==> config.mk <==
export PLATFORM = sky130hd
export DESIGN_NAME = mem_access_unit_flat
export DESIGN_NICKNAME = d
export VERILOG_FILES = /design/src/rtl/mau_pkg.sv /design/src/rtl/mem_access_unit_if.sv /design/src/rtl/mau_lane_align.sv /design/src/rtl/mem_access_unit.sv /design/src/flat_wrapper.sv
export SDC_FILE = /design/constraint.sdc
export NUM_CORES = 1
export LEC_CHECK = 0
export ABC_CLOCK_PERIOD_IN_PS = 4640
export CORE_MARGIN = 2
export CORE_UTILIZATION = 36
export CTS_BUF_LIST = sky130_fd_sc_hd__clkbuf_4 sky130_fd_sc_hd__clkbuf_8
export DETAILED_ROUTE_END_ITERATION = 8
export PLACE_DENSITY = 0.73
export SETUP_SLACK_MARGIN = 0.05
export SLEW_MARGIN = 20
export SYNTH_ARGS = -nofsm -noshare
export SYNTH_HDL_FRONTEND = slang
export SYNTH_SLANG_ARGS = --single-unit
export TNS_END_PERCENT = 1
==> constraint.sdc <==
create_clock -name clk -period 4.64 [get_ports clk]
set_input_delay 1.16 -clock clk [delete_from_list [all_inputs] [get_ports clk]]
set_output_delay 1.16 -clock clk [all_outputs]
set_load 0.005 [all_outputs]
==> src/rtl/mau_pkg.sv <==
// rtl/mau_pkg.sv - shared size codes, state encoding and alignment helper for mem_access_unit
package mau_pkg;

    localparam logic [1:0] SZ_WORD = 2'b00;
    localparam logic [1:0] SZ_HALF = 2'b01;
    localparam logic [1:0] SZ_BYTE = 2'b10;

    typedef enum logic [1:0] {
        IDLE  = 2'b00,
        READ  = 2'b01,
        WRITE = 2'b10,
        DONE  = 2'b11
    } state_t;

    // Word needs both low bits clear, half needs bit 0 clear; bytes are always aligned.
    function automatic logic is_misaligned(input logic [1:0] size, input logic [1:0] addr_lo);
        logic mis;
        mis = 1'b0;
        if (size == SZ_WORD && addr_lo != 2'b00) mis = 1'b1;
        if (size == SZ_HALF && addr_lo[0])       mis = 1'b1;
        return mis;
    endfunction

endpackage

==> src/rtl/mem_access_unit_if.sv <==
// rtl/mem_access_unit_if.sv - CPU request/response and data-memory bus for mem_access_unit
interface mem_access_unit_if #(
    parameter int ADDR_W = 32
);
    // CPU side
    logic              req;
    logic              we;
    logic [1:0]        size;
    logic              sign_ext;
    logic [ADDR_W-1:0] addr;
    logic [31:0]       wdata;
    logic [31:0]       rdata;
    logic              done;
    logic              addr_err;
    logic              busy;
    // Data memory side
    logic              dm_ena;
    logic              dm_wena;
    logic [1:0]        dm_size;
    logic [ADDR_W-1:0] dm_addr;
    logic [31:0]       dm_wdata;
    logic [31:0]       dm_rdata;

    // Environment: drives requests and supplies memory read data
    modport master (
        output req, we, size, sign_ext, addr, wdata, dm_rdata,
        input  rdata, done, addr_err, busy, dm_ena, dm_wena, dm_size, dm_addr, dm_wdata
    );

    // The access unit itself
    modport slave (
        input  req, we, size, sign_ext, addr, wdata, dm_rdata,
        output rdata, done, addr_err, busy, dm_ena, dm_wena, dm_size, dm_addr, dm_wdata
    );
endinterface

==> src/rtl/mau_lane_align.sv <==
// rtl/mau_lane_align.sv - little-endian lane extraction/extension for loads and lane merge for stores
module mau_lane_align
    import mau_pkg::*;
(
    input  logic [31:0] word_i,
    input  logic [1:0]  addr_i,
    input  logic [1:0]  size_i,
    input  logic        sign_ext_i,
    input  logic [31:0] wdata_i,
    output logic [31:0] load_o,
    output logic [31:0] store_o
);

    logic [31:0] shifted;
    logic [7:0]  byte_v;
    logic [15:0] half_v;

    // Select the addressed lane, extend it for loads and splice store data into the word
    always_comb begin
        shifted = word_i >> {addr_i, 3'b000};
        byte_v  = shifted[7:0];
        half_v  = addr_i[1] ? word_i[31:16] : word_i[15:0];
        load_o  = word_i;
        store_o = wdata_i;
        case (size_i)
            SZ_BYTE: begin
                load_o  = {{24{sign_ext_i & byte_v[7]}}, byte_v};
                store_o = word_i;
                store_o[{addr_i, 3'b000} +: 8] = wdata_i[7:0];
            end
            SZ_HALF: begin
                load_o  = {{16{sign_ext_i & half_v[15]}}, half_v};
                store_o = word_i;
                store_o[{addr_i[1], 4'b0000} +: 16] = wdata_i[15:0];
            end
            default: begin
                load_o  = word_i;
                store_o = wdata_i;
            end
        endcase
    end

endmodule

==> src/rtl/mem_access_unit.sv <==
// rtl/mem_access_unit.sv - single-request load/store unit with lane alignment and sub-word read-modify-write
module mem_access_unit
    import mau_pkg::*;
#(
    parameter int CHECK_ALIGN = 1,
    parameter int ADDR_W      = 32
) (
    input  logic             clk,
    input  logic             reset,
    mem_access_unit_if.slave bus
);

    state_t            state_q;
    logic              we_q;
    logic [1:0]        size_q;
    logic              sign_ext_q;
    logic [ADDR_W-1:0] addr_q;
    logic [31:0]       wdata_q;
    logic [31:0]       word_q;
    logic [31:0]       rdata_q;
    logic              done_q;
    logic              addr_err_q;

    logic [1:0]        size_d;
    logic [ADDR_W-1:0] addr_d;
    logic              misaligned;
    logic [31:0]       align_word;
    logic [31:0]       load_ext;
    logic [31:0]       store_word;

    // Normalise the incoming request: size 11 is a word, and without alignment checking the
    // offending low address bits are simply dropped.
    always_comb begin
        size_d     = (bus.size == 2'b11) ? SZ_WORD : bus.size;
        misaligned = is_misaligned(size_d, bus.addr[1:0]);
        addr_d     = bus.addr;
        if (CHECK_ALIGN == 0) begin
            if (size_d == SZ_WORD) addr_d[1:0] = 2'b00;
            if (size_d == SZ_HALF) addr_d[0]   = 1'b0;
        end
    end

    // In READ the load result is formed straight from memory so rdata is ready in DONE
    assign align_word = (state_q == READ) ? bus.dm_rdata : word_q;

    mau_lane_align u_lane_align (
        .word_i     (align_word),
        .addr_i     (addr_q[1:0]),
        .size_i     (size_q),
        .sign_ext_i (sign_ext_q),
        .wdata_i    (wdata_q),
        .load_o     (load_ext),
        .store_o    (store_word)
    );

    // Request FSM: latch in IDLE, read in READ, write in WRITE, report in DONE
    always_ff @(posedge clk) begin
        if (!reset) begin
            state_q    <= IDLE;
            we_q       <= 1'b0;
            size_q     <= SZ_WORD;
            sign_ext_q <= 1'b0;
            addr_q     <= '0;
            wdata_q    <= '0;
            word_q     <= '0;
            rdata_q    <= '0;
            done_q     <= 1'b0;
            addr_err_q <= 1'b0;
        end else begin
            done_q     <= 1'b0;
            addr_err_q <= 1'b0;
            case (state_q)
                IDLE: begin
                    if (bus.req) begin
                        we_q       <= bus.we;
                        size_q     <= size_d;
                        sign_ext_q <= bus.sign_ext;
                        addr_q     <= addr_d;
                        wdata_q    <= bus.wdata;
                        if ((CHECK_ALIGN != 0) && misaligned) begin
                            state_q    <= DONE;
                            done_q     <= 1'b1;
                            addr_err_q <= 1'b1;
                        end else if (!bus.we || size_d != SZ_WORD) begin
                            state_q <= READ;
                        end else begin
                            state_q <= WRITE;
                        end
                    end
                end
                READ: begin
                    word_q <= bus.dm_rdata;
                    if (!we_q) begin
                        state_q <= DONE;
                        done_q  <= 1'b1;
                        rdata_q <= load_ext;
                    end else begin
                        state_q <= WRITE;
                    end
                end
                WRITE: begin
                    state_q <= DONE;
                    done_q  <= 1'b1;
                end
                default: begin
                    state_q <= IDLE;
                end
            endcase
        end
    end

    assign bus.rdata    = rdata_q;
    assign bus.done     = done_q;
    assign bus.addr_err = addr_err_q;
    assign bus.busy     = (state_q != IDLE);
    assign bus.dm_ena   = (state_q == READ) || (state_q == WRITE);
    assign bus.dm_wena  = (state_q == WRITE);
    assign bus.dm_size  = SZ_WORD;
    assign bus.dm_addr  = {addr_q[ADDR_W-1:2], 2'b00};
    assign bus.dm_wdata = (state_q == WRITE) ? store_word : 32'h0;

endmodule

==> src/flat_wrapper.sv <==
// flat-port wrapper written by rule: the top's interface ports become plain ports
module mem_access_unit_flat import mau_pkg::*;
#(
    parameter int CHECK_ALIGN = 1,
    parameter int ADDR_W      = 32
)
  (clk, reset, bus_req, bus_we, bus_size, bus_sign_ext, bus_addr, bus_wdata, bus_dm_rdata, bus_rdata, bus_done, bus_addr_err, bus_busy, bus_dm_ena, bus_dm_wena, bus_dm_size, bus_dm_addr, bus_dm_wdata);
  mem_access_unit_if #(.ADDR_W(ADDR_W)) bus_i ();
  input  logic clk;
  input  logic reset;
  input wire logic [$bits(bus_i.req)-1:0] bus_req;
  input wire logic [$bits(bus_i.we)-1:0] bus_we;
  input wire logic [$bits(bus_i.size)-1:0] bus_size;
  input wire logic [$bits(bus_i.sign_ext)-1:0] bus_sign_ext;
  input wire logic [$bits(bus_i.addr)-1:0] bus_addr;
  input wire logic [$bits(bus_i.wdata)-1:0] bus_wdata;
  input wire logic [$bits(bus_i.dm_rdata)-1:0] bus_dm_rdata;
  output wire logic [$bits(bus_i.rdata)-1:0] bus_rdata;
  output wire logic [$bits(bus_i.done)-1:0] bus_done;
  output wire logic [$bits(bus_i.addr_err)-1:0] bus_addr_err;
  output wire logic [$bits(bus_i.busy)-1:0] bus_busy;
  output wire logic [$bits(bus_i.dm_ena)-1:0] bus_dm_ena;
  output wire logic [$bits(bus_i.dm_wena)-1:0] bus_dm_wena;
  output wire logic [$bits(bus_i.dm_size)-1:0] bus_dm_size;
  output wire logic [$bits(bus_i.dm_addr)-1:0] bus_dm_addr;
  output wire logic [$bits(bus_i.dm_wdata)-1:0] bus_dm_wdata;
  assign bus_i.req = bus_req;
  assign bus_i.we = bus_we;
  assign bus_i.size = bus_size;
  assign bus_i.sign_ext = bus_sign_ext;
  assign bus_i.addr = bus_addr;
  assign bus_i.wdata = bus_wdata;
  assign bus_i.dm_rdata = bus_dm_rdata;
  assign bus_rdata = bus_i.rdata;
  assign bus_done = bus_i.done;
  assign bus_addr_err = bus_i.addr_err;
  assign bus_busy = bus_i.busy;
  assign bus_dm_ena = bus_i.dm_ena;
  assign bus_dm_wena = bus_i.dm_wena;
  assign bus_dm_size = bus_i.dm_size;
  assign bus_dm_addr = bus_i.dm_addr;
  assign bus_dm_wdata = bus_i.dm_wdata;
  mem_access_unit #(.CHECK_ALIGN(CHECK_ALIGN), .ADDR_W(ADDR_W)) u_core (.clk(clk), .reset(reset), .bus(bus_i));
endmodule
---- Yosys cells after proc, flatten, opt, wreduce, memory -nomap -nowiden ----
Cells that the tools add are included.
operators by class
  $add $sub $neg .......................... 2
  bitwise logic cells ..................... 3
  magnitude comparators ................... 0
  reduce and logical (&&, ||, !) cells .... 13
  $mul .................................... 0
  shift-type cells ........................ 5
  equality and inequality tests ........... 7
  div/mod/pow operators ................... 0
  multiplexer cells ....................... 19
operator list
  kind                       count
  $pmux W32 S2               2
  $bwmux W32                 2
  $mux W32                   2
  $shift A16 B7 Y32 const A  1
  $shift A8 B7 Y32 const A   1
  $shiftx A16 B7 Y32         1
  $shiftx A8 B7 Y32          1
  $shr A32 B5 Y8             1
  $mux W16                   1
  $neg A5 Y7                 2
  $mux W2                    4
  $eq A2 B1 Y1 const B       3
  $eq A2 B2 Y1 const B       3
  $mux W1                    6
  $pmux W2 S3                1
  $reduce_and A2 Y1          3
  $reduce_bool A2 Y1         3
  $logic_not A2 Y1           2
  $pmux W1 S3                1
  $and A1 B1 Y1              2
  $logic_and A1 B1 Y1        2
  $logic_or A1 B1 Y1         2
  $ne A2 B2 Y1 const B       1
  $logic_not A1 Y1           1
  $not A1 Y1                 1
storage, ports and cells
  memories kept ........................... 0
  output and inout bits ................... 103
  register bits ........................... 136
  bits in writable memories ............... 0
  word-level logic and storage cells ...... 59
  memory bits (read-only) ................. 0
  latch bits .............................. 0

---- Longest topological paths before layout ----
Gate-level depths: netlist of run 1.
  depth after elaboration ................. 9
  depth in mapped cells ................... 10

---- Modules after synthesis ----
Synthesis of run 1 repeated with hierarchy kept, for this count alone.
unflattened totals
  cell total of the unflattened synthesis .. 883
  area, all modules ....................... 7363.3 um^2
modules (own cells, without submodules)
  module           cells each  area each (um^2)  times used
  mem_access_unit  644         5584.1            1
  mau_lane_align   239         1779.2            1

---- Least setup slack after synthesis of run 1 ----
Ideal clock, no wire load.
  path type ............................... register to output
  start point ............................. register u_core.addr_q[1]
  end point ............................... output bus_dm_wdata[16]
  arrival ................................. 2.110 ns
  cell stages (with the launch flop) ...... 9
  path slack .............................. 1.370 ns
  path buffers ............................ 2
  cells stage by stage .................... dfxtp_1 -> buf_4 -> inv_1 -> buf_2 -> ha_1 -> or3b_2 -> o21ai_2 -> a221oi_1 -> nor2_1
on the way
  longest elaborated chain between the ends .. 5
  elaborated cells on any way between the ends .. 10
RTL lines
  item                                        line                                        RTL
  start, declared                             mem_access_unit.sv:17                       logic [ADDR_W-1:0] addr_q;
  start signal, assigned                      mem_access_unit.sv:78                       addr_q <= addr_d;
  $neg A5 Y7 (on tied branches)               mau_lane_align.sv:34, mau_lane_align.sv:29
  $shiftx A16 B7 Y32 (tied with other cells)  mau_lane_align.sv:34                        store_o[{addr_i[1], 4'b0000} +: 16] = wdata_i[15:0];
  $bwmux W32 (on tied branches)               mau_lane_align.sv:34, mau_lane_align.sv:29
  $pmux W32 S2 *                              mau_lane_align.sv:25                        case (size_i)
  $mux W32 *                                  mem_access_unit.sv:120                      assign bus.dm_wdata = (state_q == WRITE) ? store_word : 32'h0;
  end, declared                               flat_wrapper.sv:26                          output wire logic [$bits(bus_i.dm_wdata)-1:0] bus_dm_wdata;
Mark *: on every way between the ends. The rest lies on a longest branch, timed or not.

---- Worst setup path in the final report of run 1 ----
  start point ............................. register u_core.size_q[0]
  end point ............................... output bus_dm_wdata[0]
on the way
  longest elaborated chain between the ends .. 3
  elaborated cells on any way between the ends .. 4
RTL lines
  item                                                 line                    RTL
  start, declared                                      mem_access_unit.sv:15   logic [1:0] size_q;
  start signal, assigned                               mem_access_unit.sv:76   size_q <= size_d;
  $eq A2 B1 Y1 / $eq A2 B2 Y1 (equally long branches)  mau_lane_align.sv:25
  $pmux W32 S2 *                                       mau_lane_align.sv:25
  $mux W32 *                                           mem_access_unit.sv:120
Marked as above.

==> summary.md, run 1 <==
| Metric | Value |
|---|---|
| Detailed Route Iter0 Violations | around 540 |
| Fraction of registers with async set/reset | 0 |
| Relative slew slack | 0.329 |
| Power consumption | 4.64 mW |
| Clk slew on worst S/H paths | ~0.08 ns |
| CP top delay family | buffers and inverters |
| Tightest hold margin | between 0.4 and 0.5 ns |
| Synth Flop Type | dfxtp_1 |
| Max stage delay cell, worst path | ha_2 |
| I/O pin total | 206 |
| R2R depth | 6 |
| Reg2reg end | u_core.bus.rdata[19]$_SDFFE_PN0P_ |
| Drt drc | 0 |
| Final nets | 1112 |
| Total routed wirelength | around 22000 um |
| Placed cell count | roughly 1200 |
| Pre-CTS setup slack | about 0.38 ns |
| Setup Skew | 0.0132 ns |
| Critical path buffers and inverters | 4 |
| Startpoint Class | flop |
| Worst Path Required | 3.48 ns |
| Crit-path max FO | 25 |
| Gpl congestion | slightly below 0.9 |
| Post-synth EDFFs | 0 |
| Fin cells | between 1000 and 1500 |
| Post-DP Area | just over 9000 um2 |
| Synth area leader | dfxtp_1 |
| Setup crit end kind | output port |
| CP Cell Sequence | inv_1 -> ha_2 -> inv_1 -> buf_4 -> o311ai_2 -> a22oi_1 -> nor2b_1 -> clkdlybuf4s50_1 |
| Reg2Reg Setup Slack | approximately 1.7 ns |
| Core area | approximately 19000 um2 |
| Fin. Hold Viols | 0 |
| Max cap viols | 0 |
| Status | complete, no violations |
| Commonest cells after routing, fill and taps aside | 201 x clkdlybuf4s50_1, 189 x nand2_1, 135 x dfxtp_1 |
| Fmax | ~0.22 GHz |
| Slowest stage delay, CP | 0.60 ns |
| RSZ-0062 raised after global routing | true |
| Die Y | around 140 um |
| Slew Limit Fails | 0 |
| GRT Overall Usage | 0.212 |
| Hold crit path type | reg -> reg |
| Hold EP | u_core.wdata_q[22]$_SDFFE_PN0P_ |
| ANT cells | 0 |
| CTS tree | yes |
| Fin util | 0.487 |
| Dominant cells by area after synthesis | dfxtp_1 38%, nand2_1 10%, a21oi_1 7.7% |
| Post-DP HPWL | roughly 16000 um |
| Clock latency on the worst-skew pair | approximately 0.45 ns |
| Final setup vio count | 0 |
| Leakage | 3.35 nW |
| # rows | 51 |
| Vias in the first global route | 6235 |
| Die ar. | between 20000 and 25000 um2 |
| VDD IR max | ~0.0002 V |
| Setup Total Neg Slack | 0 ns |
| # port buffers | approximately 200 |
| Worst EP arrival | 3.36 ns |
| Die Wd | ~140 um |
| Vias per Instance | 5.27 |
| Launch point of the worst reg-to-reg path | u_core.state_q[1]$_SDFFE_PN0P_ |
| Period utilisation layout | 0.974 |
| Syn Area/Cell | slightly above 8 um2 |
| Seq cells post-synth | between 100 and 150 |
| Share of cells above drive strength 1 | 0.119 |
| Hold_sp | u_core.wdata_q[22]$_SDFFE_PN0P_ |
| P&R area growth vs syn | 33.4% |
| Post-DRT Antenna Nets | 0 |
| Worst Tran Pin Value | between 1 and 1.5 ns |
| Hold depth | 2 |
| Commonest non-fill, non-tap cell in the layout | clkdlybuf4s50_1 |
| Crit Path Class | reg -> out |
| Gr ovfl total | 0 |
| Starting density of the core | 0.365 |
| Gate Count Post-Synth | between 800 and 900 |
| Final Instance Area | 9450 um2 |
| Root buffer selected by CTS | clkbuf_8 |
| Largest net degree at the start of global routing | between 50 and 60 |
| Global-route wire length before repair | ~34000 um |
| CTS Sinks | ~140 |
| Post-CTS Setup Bufs | 0 |
| Fin crit period | about 4.5 ns |
| Pre-antenna DRT Iters | 5 |
| Cell mode on critical path | inv_1 |
| Yosys cell types | 50 |
| Worst Setup Slack, final | 0.122 ns |
| Htree depth | 4 |
| Ys Warns | 0 |
| Power per cell area | slightly below 500 nW/um2 |
| Register area share after synthesis | 0.384 |
| Initial antenna violation count | 0 |
| Routed len/inst | 17.5 um |
| Total number of vias | 6703 |
| Num CTS Buffers | 17 |
| Clock Path Buffers | 2 |
| Yosys top cell area share | 0.384 |
| Post-Syn Area | a little over 7000 um2 |
## metal layers
layer,share of wire,up-vias,wire (um),global-route usage
met5,0,-,0,0
met4,0.014,0,308,0.0521
met3,0.098,28,2180,0.0652
met2,0.45,304,9970,0.327
met1,0.44,3139,9760,0.291
li1,-,3232,-,-
## worst max-delay path by stage
stage,startpoint,end,slack [ns],cells after the start
floorplan,u_core.addr_q[1]$_SDFFE_PN0P_,bus_dm_wdata[16],1.37,8
global placement,bus_dm_rdata[22],bus_dm_wdata[22],0.37,6
detailed placement,bus_dm_rdata[22],bus_dm_wdata[22],0.38,6
CTS,u_core.size_q[0]$_SDFFE_PN0P_,bus_dm_wdata[11],0.08,7
global route,u_core.size_q[0]$_SDFFE_PN0P_,bus_dm_wdata[0],-0.02,8
finish,u_core.size_q[0]$_SDFFE_PN0P_,bus_dm_wdata[0],0.12,8
## registers in the layout, summed over array words and instances, names as in the netlist
signal and flops:
u_core.word_q 32, u_core.wdata_q 32, u_core.bus.rdata 32, u_core.addr_q 32, u_core.bus.done 1, u_core.size_q 2
u_core.sign_ext_q 1, u_core.state_q 2, u_core.we_q 1, u_core.bus.addr_err 1
## cell usage after synthesis (8+ instances only)
master    number
dfxtp_1      136
and2_1        31
inv_1         13
mux2_2        30
mux4_2         8
a311oi_1       8
nor2b_1       11
a21oi_1      109
a221oi_1      18
a22oi_1       20
buf_4         39
clkbuf_1      45
buf_2          8
ha_1          14
a21o_1         9
a21boi_0       8
nand2_1      191
nor2_1        17
a311oi_2       9
nand3_1       10
o21ai_0       62
## worst min-delay path, delay by kind of cell (launching register included)
kind / cells / cell delay (ns)
AO/OA/AOI/OAI: 1 / 0.05
AND/OR/NAND/NOR: 1 / 0.05
flip-flops: 1 / 0.31
## final cells by class
cell class / instances / area [um2]
fill: 1901 / 9950
multi-input combinational: 606 / 3790
sequential: 136 / 2720
timing repair buffer: 218 / 2150
tap: 265 / 332
clock buffer: 19 / 255
clock inverter: 13 / 136
inverter: 16 / 60.1
## where the power goes
group          internal, mW  switching, mW  leakage, nW  total (mW)
sequential             1.42          0.155         1.11        1.58
combinational         0.959           1.11         2.04        2.07
clock                 0.461          0.536        0.196       0.997
## timing repair
action,4_1_cts,5_1_grt
pin swaps,0,0
hold buffers,0,0
setup endpoints to repair,1,9
endpoints found under the hold margin,0,0
resized for setup,1,1
## kinds of logic after synthesis
family | synth area share
mux | 0.0779
compound gates | 0.257
fa+ha+maj | 0.0247
other cells | 0.000529
flops | 0.384
simple gates | 0.172
buf+inv | 0.0841
Note: power is estimated with default switching activity, not from simulation.
==> inputs of run 2 (changes only) <==
- DONT_BUFFER_PORTS: default -> 1
- PLACE_DENSITY: 0.73 -> 0.6
==> run 2 against run 1 <==
Net effect: power is 11% lower; via count down 13%; final cell count down 17%; flip-flop and latch count did not move; first-iteration DRC count decreased by 14%; register-to-register slack got worse by 0.27 ns; critical path depth down 2; clock skew down 0.00071 ns; setup slack better by 0.26 ns; cell area decreased by 22%; combinational power fell by 23%; die area unchanged; critical path type unchanged; highest routed layer unchanged.
==> summary.md, run 2 (synthesis results as in run 1) <==
| Metric | Value |
|---|---|
| VDD IR max | 0.000242 V (+20%) |
| Starting density of the core | 0.365 (unchanged) |
| ANT cells | 0 (unchanged) |
| Commonest cells after routing, fill and taps aside | 190 x nand2_1, 136 x dfxtp_1, 109 x a21oi_1 |
| Clock latency on the worst-skew pair | 0.44 ns (about the same) |
| P&R area growth vs syn | 3.67% |
| Startpoint Class | flop |
| Register area | 2720 um2 (about the same) |
| Commonest non-fill, non-tap cell in the layout | nand2_1 |
| Slew Limit Fails | 0 (unchanged) |
| Total number of vias | 5851 (-13%) |
| Clk slew on worst S/H paths | 0.08 ns (about the same) |
| Global-route wire length before repair | 33000 um (-4.1%) |
| Initial antenna violation count | 1 (+1) |
| Leakage | 2.55 nW (-24%) |
| CTS tree | yes |
| Total routed wirelength | 21700 um (-2.6%) |
| Period utilisation layout | 0.917 (-0.0562) |
| Fin. Hold Viols | 0 (unchanged) |
| Worst Tran Pin Value | 1.09 ns (+0.0845 ns) |
| Worst Path Required | 3.48 ns (about the same) |
| Gpl congestion | 0.900 (+0.49%) |
| Met1 Use GR | 0.272 (-0.0186) |
| Htree depth | 4 (unchanged) |
| RSZ-0062 raised after global routing | false |
| Largest net degree at the start of global routing | 68 (+19%) |
| Max cap viols | 0 (unchanged) |
| M2 GR Usage | 0.309 (-0.0175) |
| Drt drc | 0 (unchanged) |
| Hold_sp | u_core.wdata_q[27]$_SDFFE_PN0P_ |
| Post-DP Area | 6960 um2 (-23%) |
| # port buffers | 0 (-100%) |
| CTS Sinks | 136 (unchanged) |
| Reg2Reg Setup Slack | 1.38 ns (-0.27 ns) |
| FILL cells | 2068 (+8.8%) |
| Clock Path Buffers | 2 (unchanged) |
| Fin util | 0.379 (-0.109) |
| Final nets | 901 (-19%) |
| Final Instance Area | 7350 um2 (-22%) |
| Hold crit path type | reg -> reg |
| Post-CTS Setup Bufs | 0 (unchanged) |
| Critical path destination | bus_dm_wdata[20] |
| Launch point of the worst reg-to-reg path | u_core.state_q[1]$_SDFFE_PN0P_ |
| Die Wd | 144 um (unchanged) |
| Share of cells above drive strength 1 | 0.139 (+0.0202) |
| Crit Path Class | reg -> out |
| Status | complete, no violations |
| Post-DRT Antenna Nets | 0 (unchanged) |
| Max stage delay cell, worst path | dfxtp_1 |
| Fin crit period | 4.26 ns (-0.261 ns) |
| Pre-antenna DRT Iters | 6 (+1) |
| Slowest stage delay, CP | 0.62 ns (+0.02 ns) |
| M3 GR Usage | 0.0745 (+0.00927) |
| Vias in the first global route | 5633 (-9.7%) |
| Detailed Route Iter0 Violations | 460 (-14%) |
| Crit path launch | u_core.addr_q[1]$_SDFFE_PN0P_ |
| Setup Skew | 0.0124 ns (-0.000709 ns) |
| Gr ovfl total | 0 (unchanged) |
| Root buffer selected by CTS | clkbuf_8 |
| Core area | 19400 um2 (unchanged) |
| Relative slew slack | 0.271 (-0.0580) |
| Hold depth | 2 (unchanged) |
| Post-DP HPWL | 15100 um (-3.8%) |
| Fmax | 0.235 GHz (+6.1%) |
| R2R depth | 5 (-1) |
| Final setup vio count | 0 (unchanged) |
| Reg2reg end | u_core.bus.rdata[16]$_SDFFE_PN0P_ |
| Die Y | 144 um (unchanged) |
| GRT Max-Usage Layer | met2 |
| Area of the multi-input gates | 3810 um2 (+0.36%) |
| Levels on crit path | 6 (-2) |
| GRT Overall Usage | 0.207 (-0.00552) |
| CP top delay family | simple AND/OR/NAND/NOR gates |
| Crit-path max FO | 17 (-32%) |
| Routed len/inst | 20.4 um (+17%) |
| Setup Total Neg Slack | 0 ns (unchanged) |
| I/O pin total | 206 (unchanged) |
| Setup crit end kind | output port |
| Worst EP arrival | 3.10 ns (-0.26 ns) |
| # rows | 51 (unchanged) |
| Die ar. | 20800 um2 (unchanged) |
| Critical path buffers and inverters | 1 (-3) |
| Num CTS Buffers | 17 (unchanged) |
| Vias per Instance | 5.51 (+4.6%) |
| Power per cell area | 565 nW/um2 (+15%) |
| CP Cell Sequence | inv_1 -> ha_1 -> or3b_2 -> o21ai_2 -> a221oi_1 -> nor2_1 |
-- run 2: changes by cell type in the layout (fill, tap and decap cells not counted), sizes merged --
cell           delta
buf              -10
bufinv            -1
clkdlybuf4s50   -201
clkinv            +1
clkinvlp          -1
inv               +1
-- run 2: per-stage QoR --
step           hold slack [ns]  std cells  setup WS, ns  total power [mW]
6_report                 0.454       1062         0.383              4.15
5_1_grt                  0.478       1062         0.152              4.42
2_1_floorplan            0.433        855          1.37              2.86
3_3_place_gp             0.440       1030         0.930              3.21
3_5_place_dp             0.443       1030         0.783              3.23
4_1_cts                  0.456       1062         0.302              4.16
-- run 2: worst min-delay path by stage --
stage | end
after detailed placement | u_core.wdata_q[22]$_SDFFE_PN0P_
after CTS | u_core.wdata_q[27]$_SDFFE_PN0P_
final | u_core.wdata_q[27]$_SDFFE_PN0P_
after floorplan | u_core.wdata_q[16]$_SDFFE_PN0P_
after global placement | u_core.wdata_q[19]$_SDFFE_PN0P_
after global routing | u_core.wdata_q[16]$_SDFFE_PN0P_
-- run 2: final cells by class --
cell class,instances,area share
clock buffers,19,0.0356
clock inverters,13,0.0150
inverters,16,0.00818
multi-input cells,606,0.518
flip-flops and latches,136,0.371
well taps,265,0.0451
repair buffers,7,0.00715
-- run 2: report_power, final --
| part | internal (mW) | switching (mW) | leakage [nW] | total (mW) |
|---|---|---|---|---|
| sequential | 1.43 | 0.197 | 1.11 | 1.62 |
| clock | 0.415 | 0.523 | 0.192 | 0.937 |
| combinational | 0.574 | 1.01 | 1.24 | 1.59 |
-- run 2: metal layers --
layer  part of all wire  wire length [um]
met1               0.43              9390
met2               0.43              9380
met3               0.11              2290
met4              0.028               603
met5                  0                 0
-- run 2: what timing repair did --
item | in CTS | in global routing
hold buffers | 0 | 0
endpoints found under the setup margin | 0 | 2
resized for setup | 0 | 1
-- run 2: tightest hold or removal path, stage by stage, from the launching register on --
cell and delay (ns):
dfxtp_1 0.31, nand2_1 0.05, a21oi_1 0.05
